[src/rtl/ps_serializer_pkg.sv]
// Shared types, default parameters and helpers for the ps_serializer
// transmitter and the receive block that reuses ps_bit_timer.
package ps_serializer_pkg;

  typedef enum logic [1:0] {
    IDLE   = 2'd0,
    SHIFT  = 2'd1,
    PARITY = 2'd2
  } ps_state_e;

  localparam int unsigned DEF_WIDTH        = 10;
  localparam int unsigned DEF_CLKS_PER_BIT = 1;
  localparam int unsigned DEF_MSB_FIRST    = 1;
  localparam logic        DEF_IDLE_LEVEL   = 1'b1;

  // Widest word the parity helper accepts; narrower words are zero-extended,
  // which leaves the XOR unchanged.
  localparam int unsigned PAR_MAX_W = 64;

  function automatic logic even_parity(input logic [PAR_MAX_W-1:0] word);
    return ^word;
  endfunction

endpackage

[src/rtl/ps_bit_timer.sv]
// Bit-period counter: counts 0..CLKS_PER_BIT-1 while enabled and flags the
// final cycle of each period on periodEnd.
module ps_bit_timer #(
  parameter int unsigned CLKS_PER_BIT = 1
) (
  input  logic clk,
  input  logic rst,
  input  logic clear,
  input  logic enable,
  output logic periodEnd
);

  localparam int unsigned CW = (CLKS_PER_BIT > 1) ? $clog2(CLKS_PER_BIT) : 1;

  logic [CW-1:0] count;

  assign periodEnd = enable && (count == CW'(CLKS_PER_BIT - 1));

  // Period counter; clear has priority so a new frame starts a fresh period.
  always_ff @(posedge clk or negedge rst) begin
    if (!rst) begin
      count <= '0;
    end else if (clear || periodEnd) begin
      count <= '0;
    end else if (enable) begin
      count <= count + 1'b1;
    end
  end

endmodule

[src/rtl/ps_serializer.sv]
// Parallel-in/serial-out transmitter with valid/ready load handshake,
// programmable bit period and gap-free back-to-back frames.
// Optional even-parity bit: define PS_SERIALIZER_PARITY_EN.
module ps_serializer
  import ps_serializer_pkg::*;
#(
  parameter int unsigned WIDTH        = DEF_WIDTH,
  parameter int unsigned CLKS_PER_BIT = DEF_CLKS_PER_BIT,
  parameter int unsigned MSB_FIRST    = DEF_MSB_FIRST,
  parameter logic        IDLE_LEVEL   = DEF_IDLE_LEVEL
) (
  input  logic             clk,
  input  logic             rst,
  input  logic [WIDTH-1:0] parallelIn,
  input  logic             loadValid,
  output logic             loadReady,
  output logic             serialOut,
  output logic             busy,
  output logic             frameDone
);

  localparam int unsigned BCW = $clog2(WIDTH + 1);
  localparam logic [BCW-1:0] LAST_BIT = BCW'(WIDTH - 1);

  ps_state_e        state_q, state_d;
  logic [WIDTH-1:0] sreg;
  logic [WIDTH-1:0] sreg_shift;
  logic [BCW-1:0]   bit_cnt;
  logic             serial_q;
  logic [1:0]       armed;
  logic             period_end;
  logic             step;
  logic             frame_last;
  logic             load_ready;
  logic             accept;
  logic             first_bit;
  logic             next_bit;
`ifdef PS_SERIALIZER_PARITY_EN
  logic             par_q;
`endif

  ps_bit_timer #(
    .CLKS_PER_BIT(CLKS_PER_BIT)
  ) u_timer (
    .clk      (clk),
    .rst      (rst),
    .clear    (accept),
    .enable   (state_q != IDLE),
    .periodEnd(period_end)
  );

  assign sreg_shift = (MSB_FIRST != 0) ? {sreg[WIDTH-2:0], 1'b0} : {1'b0, sreg[WIDTH-1:1]};
  assign next_bit   = (MSB_FIRST != 0) ? sreg_shift[WIDTH-1] : sreg_shift[0];
  assign first_bit  = (MSB_FIRST != 0) ? parallelIn[WIDTH-1] : parallelIn[0];

  // State register.
  always_ff @(posedge clk or negedge rst) begin
    if (!rst) begin
      state_q <= IDLE;
    end else begin
      state_q <= state_d;
    end
  end

  // Next state, handshake and frame-end decode; an accepted load overrides
  // the return to IDLE so back-to-back frames stay in SHIFT.
  always_comb begin
    state_d    = state_q;
    step       = 1'b0;
    frame_last = 1'b0;
    case (state_q)
      IDLE: ;
      SHIFT: begin
        if (period_end) begin
          step = 1'b1;
          if (bit_cnt == LAST_BIT) begin
`ifdef PS_SERIALIZER_PARITY_EN
            state_d = PARITY;
`else
            frame_last = 1'b1;
            state_d    = IDLE;
`endif
          end
        end
      end
`ifdef PS_SERIALIZER_PARITY_EN
      PARITY: begin
        if (period_end) begin
          frame_last = 1'b1;
          state_d    = IDLE;
        end
      end
`endif
      default: state_d = IDLE;
    endcase
    load_ready = armed[1] && ((state_q == IDLE) || frame_last);
    accept     = loadValid && load_ready;
    if (accept) begin
      state_d = SHIFT;
    end
  end

  // Two-stage arm so loadReady stays low for the first cycle after reset.
  always_ff @(posedge clk or negedge rst) begin
    if (!rst) begin
      armed <= '0;
    end else begin
      armed <= {armed[0], 1'b1};
    end
  end

  // Shift register, bit counter and registered serial output.
  always_ff @(posedge clk or negedge rst) begin
    if (!rst) begin
      sreg     <= '0;
      bit_cnt  <= '0;
      serial_q <= IDLE_LEVEL;
`ifdef PS_SERIALIZER_PARITY_EN
      par_q    <= 1'b0;
`endif
    end else if (accept) begin
      sreg     <= parallelIn;
      bit_cnt  <= '0;
      serial_q <= first_bit;
`ifdef PS_SERIALIZER_PARITY_EN
      par_q    <= even_parity(PAR_MAX_W'(parallelIn));
`endif
    end else if (step) begin
      sreg    <= sreg_shift;
      bit_cnt <= bit_cnt + 1'b1;
      if (bit_cnt == LAST_BIT) begin
`ifdef PS_SERIALIZER_PARITY_EN
        serial_q <= par_q;
`else
        serial_q <= IDLE_LEVEL;
`endif
      end else begin
        serial_q <= next_bit;
      end
    end else if (frame_last) begin
      serial_q <= IDLE_LEVEL;
    end
  end

  assign loadReady = load_ready;
  assign serialOut = serial_q;
  assign busy      = (state_q != IDLE);
  assign frameDone = frame_last;

endmodule

[config.mk]
export PLATFORM = sky130hd
export DESIGN_NAME = ps_serializer
export DESIGN_NICKNAME = d
export VERILOG_FILES = /design/src/rtl/ps_serializer_pkg.sv /design/src/rtl/ps_bit_timer.sv /design/src/rtl/ps_serializer.sv
export SDC_FILE = /design/constraint.sdc
export NUM_CORES = 1
export LEC_CHECK = 0
export ABC_AREA = 0
export CORE_MARGIN = 2
export CORE_UTILIZATION = 35
export DETAILED_ROUTE_END_ITERATION = 8
export DONT_BUFFER_PORTS = 1
export MAX_ROUTING_LAYER = met4
export PLACE_DENSITY = 0.58
export SETUP_SLACK_MARGIN = 0.3
export SLEW_MARGIN = 20
export SYNTH_ARGS = -nofsm -noshare
export SYNTH_HDL_FRONTEND = slang
export SYNTH_SLANG_ARGS = --single-unit
[constraint.sdc]
create_clock -name clk -period 3.1 [get_ports clk]
set_input_delay 0.62 -clock clk [delete_from_list [all_inputs] [get_ports clk]]
set_output_delay 0.62 -clock clk [all_outputs]
set_load 0.005 [all_outputs]
== Yosys cells after proc, flatten, opt, wreduce, memory -nomap -nowiden ==
Index checks and enable logic that the tools add are counted.
W data, S select, Z words.
Storage, ports and cells
  register bits after elaboration: 19
  latch bits: 0
  bits in writable memories: 0
  bits in read-only memories: 0
  output and inout port bits: 4
  memories kept: 0
Operators by class
  add/sub/neg operators: 2
  multiply operators: 0
  div/mod/pow operators: 0
  $lt $le $gt $ge: 0
  equal/unequal tests: 5
  shifts and indexed selects: 0
  muxes and demuxes: 19
  bitwise logic cells: 1
  reductions and logical operators: 11
Operators with widths (count)
  $mux W9: 2
  $mux W1: 11
  $mux W4: 2
  $mux W2: 3
  $reduce_bool A2 Y1: 3
  $add A4 B1 Y4 const B: 1
  $eq A4 B4 Y1 const B: 1
  $pmux W2 S2: 1
  $logic_and A1 B1 Y1: 3
  $ne A3 B1 Y1 const B: 1
  $ne A3 B2 Y1 const B: 1
  $reduce_and A3 Y1: 1
  $reduce_bool A3 Y1: 1
  $eq A2 B1 Y1 const B: 1
  $logic_not A2 Y1: 1
  $logic_or A1 B1 Y1: 2
  $ne A2 B1 Y1 const B: 1
  $add A1 B1 Y1 const B: 1
  $not A1 Y1: 1

== Logic depth before layout (Yosys ltp) ==
Gate-level depths: netlist of the first run.
  depth after elaboration: 9
  depth in mapped cells: 5

== By module ==
From an unflattened synthesis of the first run, not the netlist that was laid out.
Second synthesis, totals
  cell total of the unflattened synthesis: 70
  area, all modules: 902.1 sq um
Modules (own cells, without submodules)
  ps_serializer: instances 1, cells an instance 67, area each 855.8 sq um, sequential area each 426.7 sq um
  ps_bit_timer: instances 1, cells an instance 3, area each 46.3 sq um, sequential area each 25.0 sq um

== Worst setup path before layout of the first run ==
OpenSTA, ideal clock, no wires.
  path type: reg2out
  start: reg bit_cnt[1]
  end: out loadReady
  arrival time: 1.003 ns
  data required time: 2.480 ns
  slack: 1.477 ns
  stages on the path, launching flop included: 6
  buffers on the path: 0
  cell sequence: dfrtp_1 -> inv_1 -> ha_1 -> nand3b_1 -> o21ai_0 -> and2_1
Between the ends
  longest elaborated chain between the ends: 6
Ends and longest elaborated chain
  from (decl): line ps_serializer.sv:28  | logic [BCW-1:0] bit_cnt;
  from (signal assigned): line ps_serializer.sv:130  | bit_cnt <= bit_cnt + 1'b1;
  $eq A4 B4 Y1: line ps_serializer.sv:76  | if (bit_cnt == LAST_BIT) begin
  $mux W1: line ps_serializer.sv:76
  $mux W1: line ps_serializer.sv:74  | if (period_end) begin
  $mux W1: line ps_serializer.sv:71  | case (state_q)
  $logic_or A1 B1 Y1: line ps_serializer.sv:96  | load_ready = armed[1] && ((state_q == IDLE) || frame_last);
  $logic_and A1 B1 Y1: line ps_serializer.sv:96
  to (decl): line ps_serializer.sv:16  | output logic loadReady,
No other way between the ends.

== Final worst setup path of the first run ==
Ends and elaborated chain as after synthesis.

==> metrics.md, run 1 <==
| Metric | Value |
|---|---|
| Outcome | `complete, no violations` |
| Synth Flop Type | `dfrtp_1` |
| Grt ovf | `0` |
| Avg Cell Area, Syn | `around 13 µm²` |
| Routed WL | `1470 µm` |
| Startpoint Class | `register` |
| NetSw | `0.273 mW` |
| Chip width | `~55 µm` |
| Gpl congestion | `around 0.8` |
| Vias/cell | `roughly 4.8` |
| DP Worst Slack | `between 1000 and 1500 ps` |
| Nets | `91` |
| Leakage power | `0.471 nW` |
| CP cell instances | `inv_1, ha_1, nand3b_1, o21ai_0, and2_1` |
| Final Max Slew Viols | `0` |
| CTS buffer count | `3` |
| Crit path kind | `reg -> out` |
| CTS sink cnt | `18` |
| Area Growth Syn to Fin | `6.31%` |
| Slew @ Worst Pin | `just under 800 ps` |
| Number of diodes | `0` |
| Syn Nets | `87` |
| Root Driver | `clkbuf_4` |
| Cells after Synth | `between 70 and 80` |
| Hold Vio Cnt, Final | `0` |
| Initial antenna violation count | `0` |
| Power per cell area | `about 880 mW/mm²` |
| Pin count of the biggest net entering global routing | `18` |
| Post-cts sizing count | `0` |
| Clk slew on worst S/H paths | `approximately 100 ps` |
| Max-Cap Viols | `0` |
| Io pins | `17` |
| Die area | `0.00303 mm²` |
| First-pass GRT wire length | `2480 µm` |
| DR pass1 iterations | `4` |
| Async SR Flop Fraction | `100%` |
| Post-synth EDFFs | `0` |
| Top delay family on crit path | `flip-flops` |
| Syn. warnings | `0` |
| Clock latency on the worst-skew pair | `roughly 290 ps` |
| Final Critical Period | `~2100 ps` |
| RSZ-0062 raised after global routing | `no` |
| Most Used Layer, Global Route | `met2` |
| Layout cells sized above 1 | `between 30% and 40%` |
| Maximum vdd drop | `around 350 µV` |
| Worst hold path class | `in -> async` |
| DP Wirelength | `a little over 1000 µm` |
| Starting density of the core | `a little under two fifths` |
| GRT Total Usage | `around an eighth` |
| CTS tree | `done` |
| Comb power frac | `38.0%` |
| DRT iter0 DRCs | `3` |
| Post-synth cell types | `27` |
| Synth top area share | `a little under half` |
| Register bit total from synthesis | `18` |
| H-tree levels | `1` |
| DRT antenna net count | `0` |
| Net Sw Frac | `between 30% and 40%` |
| Flop pwr share | `approximately 45%` |
| Die span in y | `55.1 µm` |
| Crit path max fanout | `4` |
| Vias in the first global route | `550` |
| CP Buf/Inv Count | `1` |
| CP peak stage delay | `about 420 ps` |
| Fmax | `around 480 MHz` |
| Most frequent cells in the layout | `dfrtp_1 (17), mux2_2 (13), inv_1 (4), mux2_4 (4), nand2_1 (4)` |
| GR Util met1 | `between 10% and 20%` |
| Clock skew | `1.65 ps` |
| Slowest-stage cell, CP | `dfrtp_1` |
| Power share of the clock group | `17.2%` |
| Clock Path Buffers | `2` |
| DRC | `0` |
| Final worst setup slack | `roughly 1000 ps` |
| Crit. End Element | `output port` |
| Mapped Area | `approximately 910 µm²` |
| Pint | `about 0.58 mW` |
| Worst rel slew slack | `roughly 47%` |
| Leading cell type in the layout, fill and taps excluded | `dfrtp_1` |
| Top post-synthesis cells by area | `dfrtp_1 (47%), mux2_2 (16%), mux2_4 (6.6%)` |
| Register area share after synthesis | `about half` |
| Tcrit/Tclk final | `a little under 70%` |
| Detailed-route via count | `a little over 500` |
| Dominant cell type by area after synthesis | `dfrtp_1` |
| Final Setup Violations | `0` |
| Crit path DAT | `approximately 1500 ps` |
| Required @ worst endpoint | `2480 ps` |
| Placeable Area | `approximately 0.0025 mm²` |
| Setup TNS | `0 ps` |
| WL per Instance | `between 10 and 15 µm` |
| Met2 Resource Use GR | `approximately 17%` |
| Port Buffer Count | `0` |
| Rows | `18` |
| GRT met3 Usage | `between 2 and 3%` |
stage by stage:
stage          area (µm²)  std cells  power, mW  util, %  hold slack, ps
2_1_floorplan         912         72      0.682        -             324
3_3_place_gp          923        100      0.698     37.3             325
3_5_place_dp          923        100      0.708     37.3             325
4_1_cts               970        105      0.863     39.1             142
5_1_grt               970        105      0.928     39.1             128
6_report              970        105      0.849     39.1             154
registers in the layout, indices dropped and copies added (netlist names):
| signal | count |
|---|---|
| u_timer.count | 1 |
| armed | 2 |
| bit_cnt | 4 |
| sreg | 9 |
| state_q | 1 |
| serialOut | 1 |
per-layer routing:
layer | vias up | share of wire, %
met5 | - | 0
met4 | 0 | 0.61
met3 | 2 | 4.4
met2 | 7 | 47
met1 | 248 | 48
li1 | 249 | -
synthesized netlist by cell type (2+ instances only):
master	count
o21ai_0	2
mux2_4	4
nand2_1	4
inv_1	4
a21oi_1	2
and2_1	2
xor2_1	2
nor2_1	3
dfrtp_1	17
mux2_2	13
nand3b_1	2
ha_1	2
cell families after synthesis:
| logic type | Yosys count | synth area share (%) |
|---|---|---|
| compound gates | 7 | 5.63 |
| flops | 18 | 49.5 |
| simple gates | 18 | 11.5 |
| xor+xnor | 2 | 1.92 |
| mux | 18 | 23.7 |
| fa+ha+maj | 2 | 2.74 |
| buf+inv | 6 | 4.53 |
| other cells | 1 | 0.411 |
power by group through the flow:
stage,sequential [mW],clock (mW),combinational [mW]
2_1_floorplan,0.369,0,0.313
3_3_place_gp,0.384,0,0.314
3_5_place_dp,0.386,0,0.323
4_1_cts,0.382,0.154,0.327
5_1_grt,0.396,0.162,0.370
6_report,0.381,0.146,0.322
final cells by class:
cell class              count  area [µm²]
fillers                   256        1510
well taps                  30        37.5
flip-flops and latches     18         452
inverters                   4        15.0
clock buffers               4        36.3
multi-input cells          48         419
repair buffers              1        10.0
what timing repair did:
action | in CTS | in global routing
setup buffers | 0 | 0
hold buffers | 1 | 0
endpoints found under the hold margin | 17 | 0
worst paths after layout:
path / from / end / slack, ps / depth (start not counted)
setup reg to reg: bit_cnt[0] / sreg[4] / 1330 / 4
hold / removal: rst / serialOut / 150 / 0
max in group asynchronous: rst / bit_cnt[1] / 1770 / 1
min in group clk: armed[0] / armed[1] / 360 / 0
hold reg to reg: armed[0] / armed[1] / 360 / 0
setup / recovery: bit_cnt[1] / loadReady / 1010 / 5
(Power assumes the default switching activity.)
==> run 2: changes to the inputs <==
==> constraint.sdc (replaced) <==
create_clock -name clk -period 1.95 [get_ports clk]
set_input_delay 0.39 -clock clk [delete_from_list [all_inputs] [get_ports clk]]
set_output_delay 0.39 -clock clk [all_outputs]
set_load 0.005 [all_outputs]
==> run 2 against run 1 <==
  * Register-to-register slack got worse by 1000 ps
  * Critical endpoint unchanged
  * Routed wire length up 6.7%
  * Utilization is 5.4 points higher
  * Setup slack worse by 770 ps
  * Critical path type unchanged
==> metrics.md, run 2 (synthesis gave the netlist of run 1 again) <==
| Metric | Value |
|---|---|
| Vias in the first global route | `around 570` |
| Hold Vio Cnt, Final | `0` |
| Top delay family on crit path | `flip-flops` |
| Leading cell type in the layout, fill and taps excluded | `dfrtp_1` |
| CP cell instances | `inv_2, ha_4, nand3b_1, o21ai_2, and2_4` |
| Root Driver | `clkbuf_4` |
| DP Wirelength | `1020 µm` |
| Worst rel slew slack | `between 40% and 50%` |
| # fillers | `239` |
| Worst r2r src | `bit_cnt[0]` |
| Leakage power | `0.535 nW` |
| WHS Path Cells | `2` |
| First-pass GRT wire length | `between 2000 and 2500 µm` |
| R2r setup slk | `between 300 and 400 ps` |
| Max-Cap Viols | `0` |
| Rows | `18` |
| Max reg flops | `9` |
| Setup TNS | `0 ps` |
| Nets | `about 100` |
| Crit path kind | `reg -> out` |
| Gpl congestion | `a little under 0.8` |
| Area Growth Syn to Fin | `20.9%` |
| Detailed-route via count | `555` |
| # placed instances | `just over 100` |
| Fmax | `585 MHz` |
| Tcrit/Tclk final | `between 80% and 90%` |
| RSZ-0062 raised after global routing | `yes` |
| Reg2Reg Capture Point | `sreg[3]` |
| Reg with most FFs | `sreg` |
| Most frequent cells in the layout | `dfrtp_1 (17), mux2_2 (12), buf_4 (8)` |
| Crit path max fanout | `2` |
| H-tree levels | `1` |
| CP Buf/Inv Count | `1` |
| Biggest regs | `sreg (9), bit_cnt (4), armed (2)` |
| DRT iter0 DRCs | `3` |
| Clock latency on the worst-skew pair | `just under 300 ps` |
| Grt ovf | `0` |
| Startpoint Class | `register` |
| Die span in y | `55.1 µm` |
| WL per Instance | `about 14 µm` |
| Final Max Slew Viols | `0` |
| Die area | `0.00303 mm²` |
| Placeable Area | `about 0.0025 mm²` |
| Maximum vdd drop | `approximately 460 µV` |
| GRT Total Usage | `between 10% and 20%` |
| Outcome | `complete, no violations` |
| Post-route insts no fill | `around 120` |
| Slowest-stage cell, CP | `dfrtp_1` |
| Clock skew | `between 0.6 and 0.7 ps` |
| Number of diodes | `0` |
| Required @ worst endpoint | `about 1600 ps` |
| Worst Hold End | `sreg[0]` |
| Layout cells sized above 1 | `48.2%` |
| CP peak stage delay | `~400 ps` |
| Worst hold path class | `in -> reg` |
| Crit. End Element | `output port` |
| Clock Path Buffers | `2` |
| Initial antenna violation count | `0` |
| Total power draw | `1.49 mW` |
| Io pins | `17` |
| Chip width | `55.1 µm` |
| Port Buffer Count | `0` |
| Clk slew on worst S/H paths | `approximately 100 ps` |
| Vias/cell | `~4.8` |
| Starting density of the core | `36.8%` |
| Slew @ Worst Pin | `785 ps` |
| Register area | `approximately 450 µm²` |
| Worst R2R Path Depth | `5` |
| CTS sink cnt | `18` |
| Crit path DAT | `around 1300 ps` |
| DRC | `0` |
| CTS tree | `done` |
| Area taken by multi-input logic gates | `about 460 µm²` |
| Routed WL | `approximately 1600 µm` |
| Worst hold path startpoint | `parallelIn[0]` |
| Pin count of the biggest net entering global routing | `19` |
| Final Setup Violations | `0` |
| Power per cell area | `1360 mW/mm²` |
| DRT antenna net count | `0` |
| DR pass1 iterations | `4` |
| Final Critical Period | `roughly 1700 ps` |
| CTS buffer count | `3` |
==> run 2: cell types whose count changed in the layout (fill, tap and decap cells not counted), sizes merged <==
cell | previous run | this run
buf | 0 | 9
clkbuf | 4 | 5
==> run 2: final cells by class <==
class	instances	share of cell area, %
Multi-Input combinational cell	48	41.4
Sequential cell	18	41.0
Timing Repair Buffer	11	10.4
Tap cell	30	3.41
Clock buffer	4	2.38
Inverter	4	1.36
==> run 2: how the worst max path moves through the flow <==
stage               startpoint   endpoint  slack [ps]  cells after the start
floorplan           bit_cnt[0]    sreg[1]         330                      4
detailed placement  bit_cnt[0]    sreg[2]         220                      4
CTS                 bit_cnt[1]  loadReady         210                      5
global route        bit_cnt[1]  loadReady         190                      5
finish              bit_cnt[1]  loadReady         240                      5
global placement    bit_cnt[0]    sreg[2]         250                      4
==> run 2: metrics by stage <==
stage	utilization [%]	cell area, µm²	hold WS [ps]	setup slack [ps]
3_5_place_dp	37.9	938	94.8	216
2_1_floorplan	-	912	94.4	333
4_1_cts	41.8	1030	209	212
6_report	44.5	1100	222	241
3_3_place_gp	37.9	938	94.8	254
5_1_grt	44.5	1100	203	186
==> run 2: metal layers <==
| layer | vias to the layer above | wire (µm) | track usage [%] |
|---|---|---|---|
| li1 | 271 | - | - |
| met1 | 271 | 705 | 14.3 |
| met2 | 9 | 771 | 17.5 |
| met3 | 4 | 50 | 3.23 |
| met4 | 0 | 36 | 8.94 |
| met5 | - | 0 | - |
==> run 2: report_power, final <==
group	total (mW)	leakage [nW]	internal (mW)	switching (mW)
Combinational	0.709	0.293	0.420	0.289
Sequential	0.592	0.226	0.509	0.0833
Clock	0.193	0.0150	0.0796	0.113
Total	1.49	0.535	1.01	0.486
==> run 2: repair_timing <==
action	4_1_cts	5_1_grt
endpoints found under the hold margin	18	0
gates cloned	0	1
setup endpoints to repair	12	8
hold buffers	1	0
pin swaps	3	4
gates resized for setup	4	7
buffers inserted	5	2
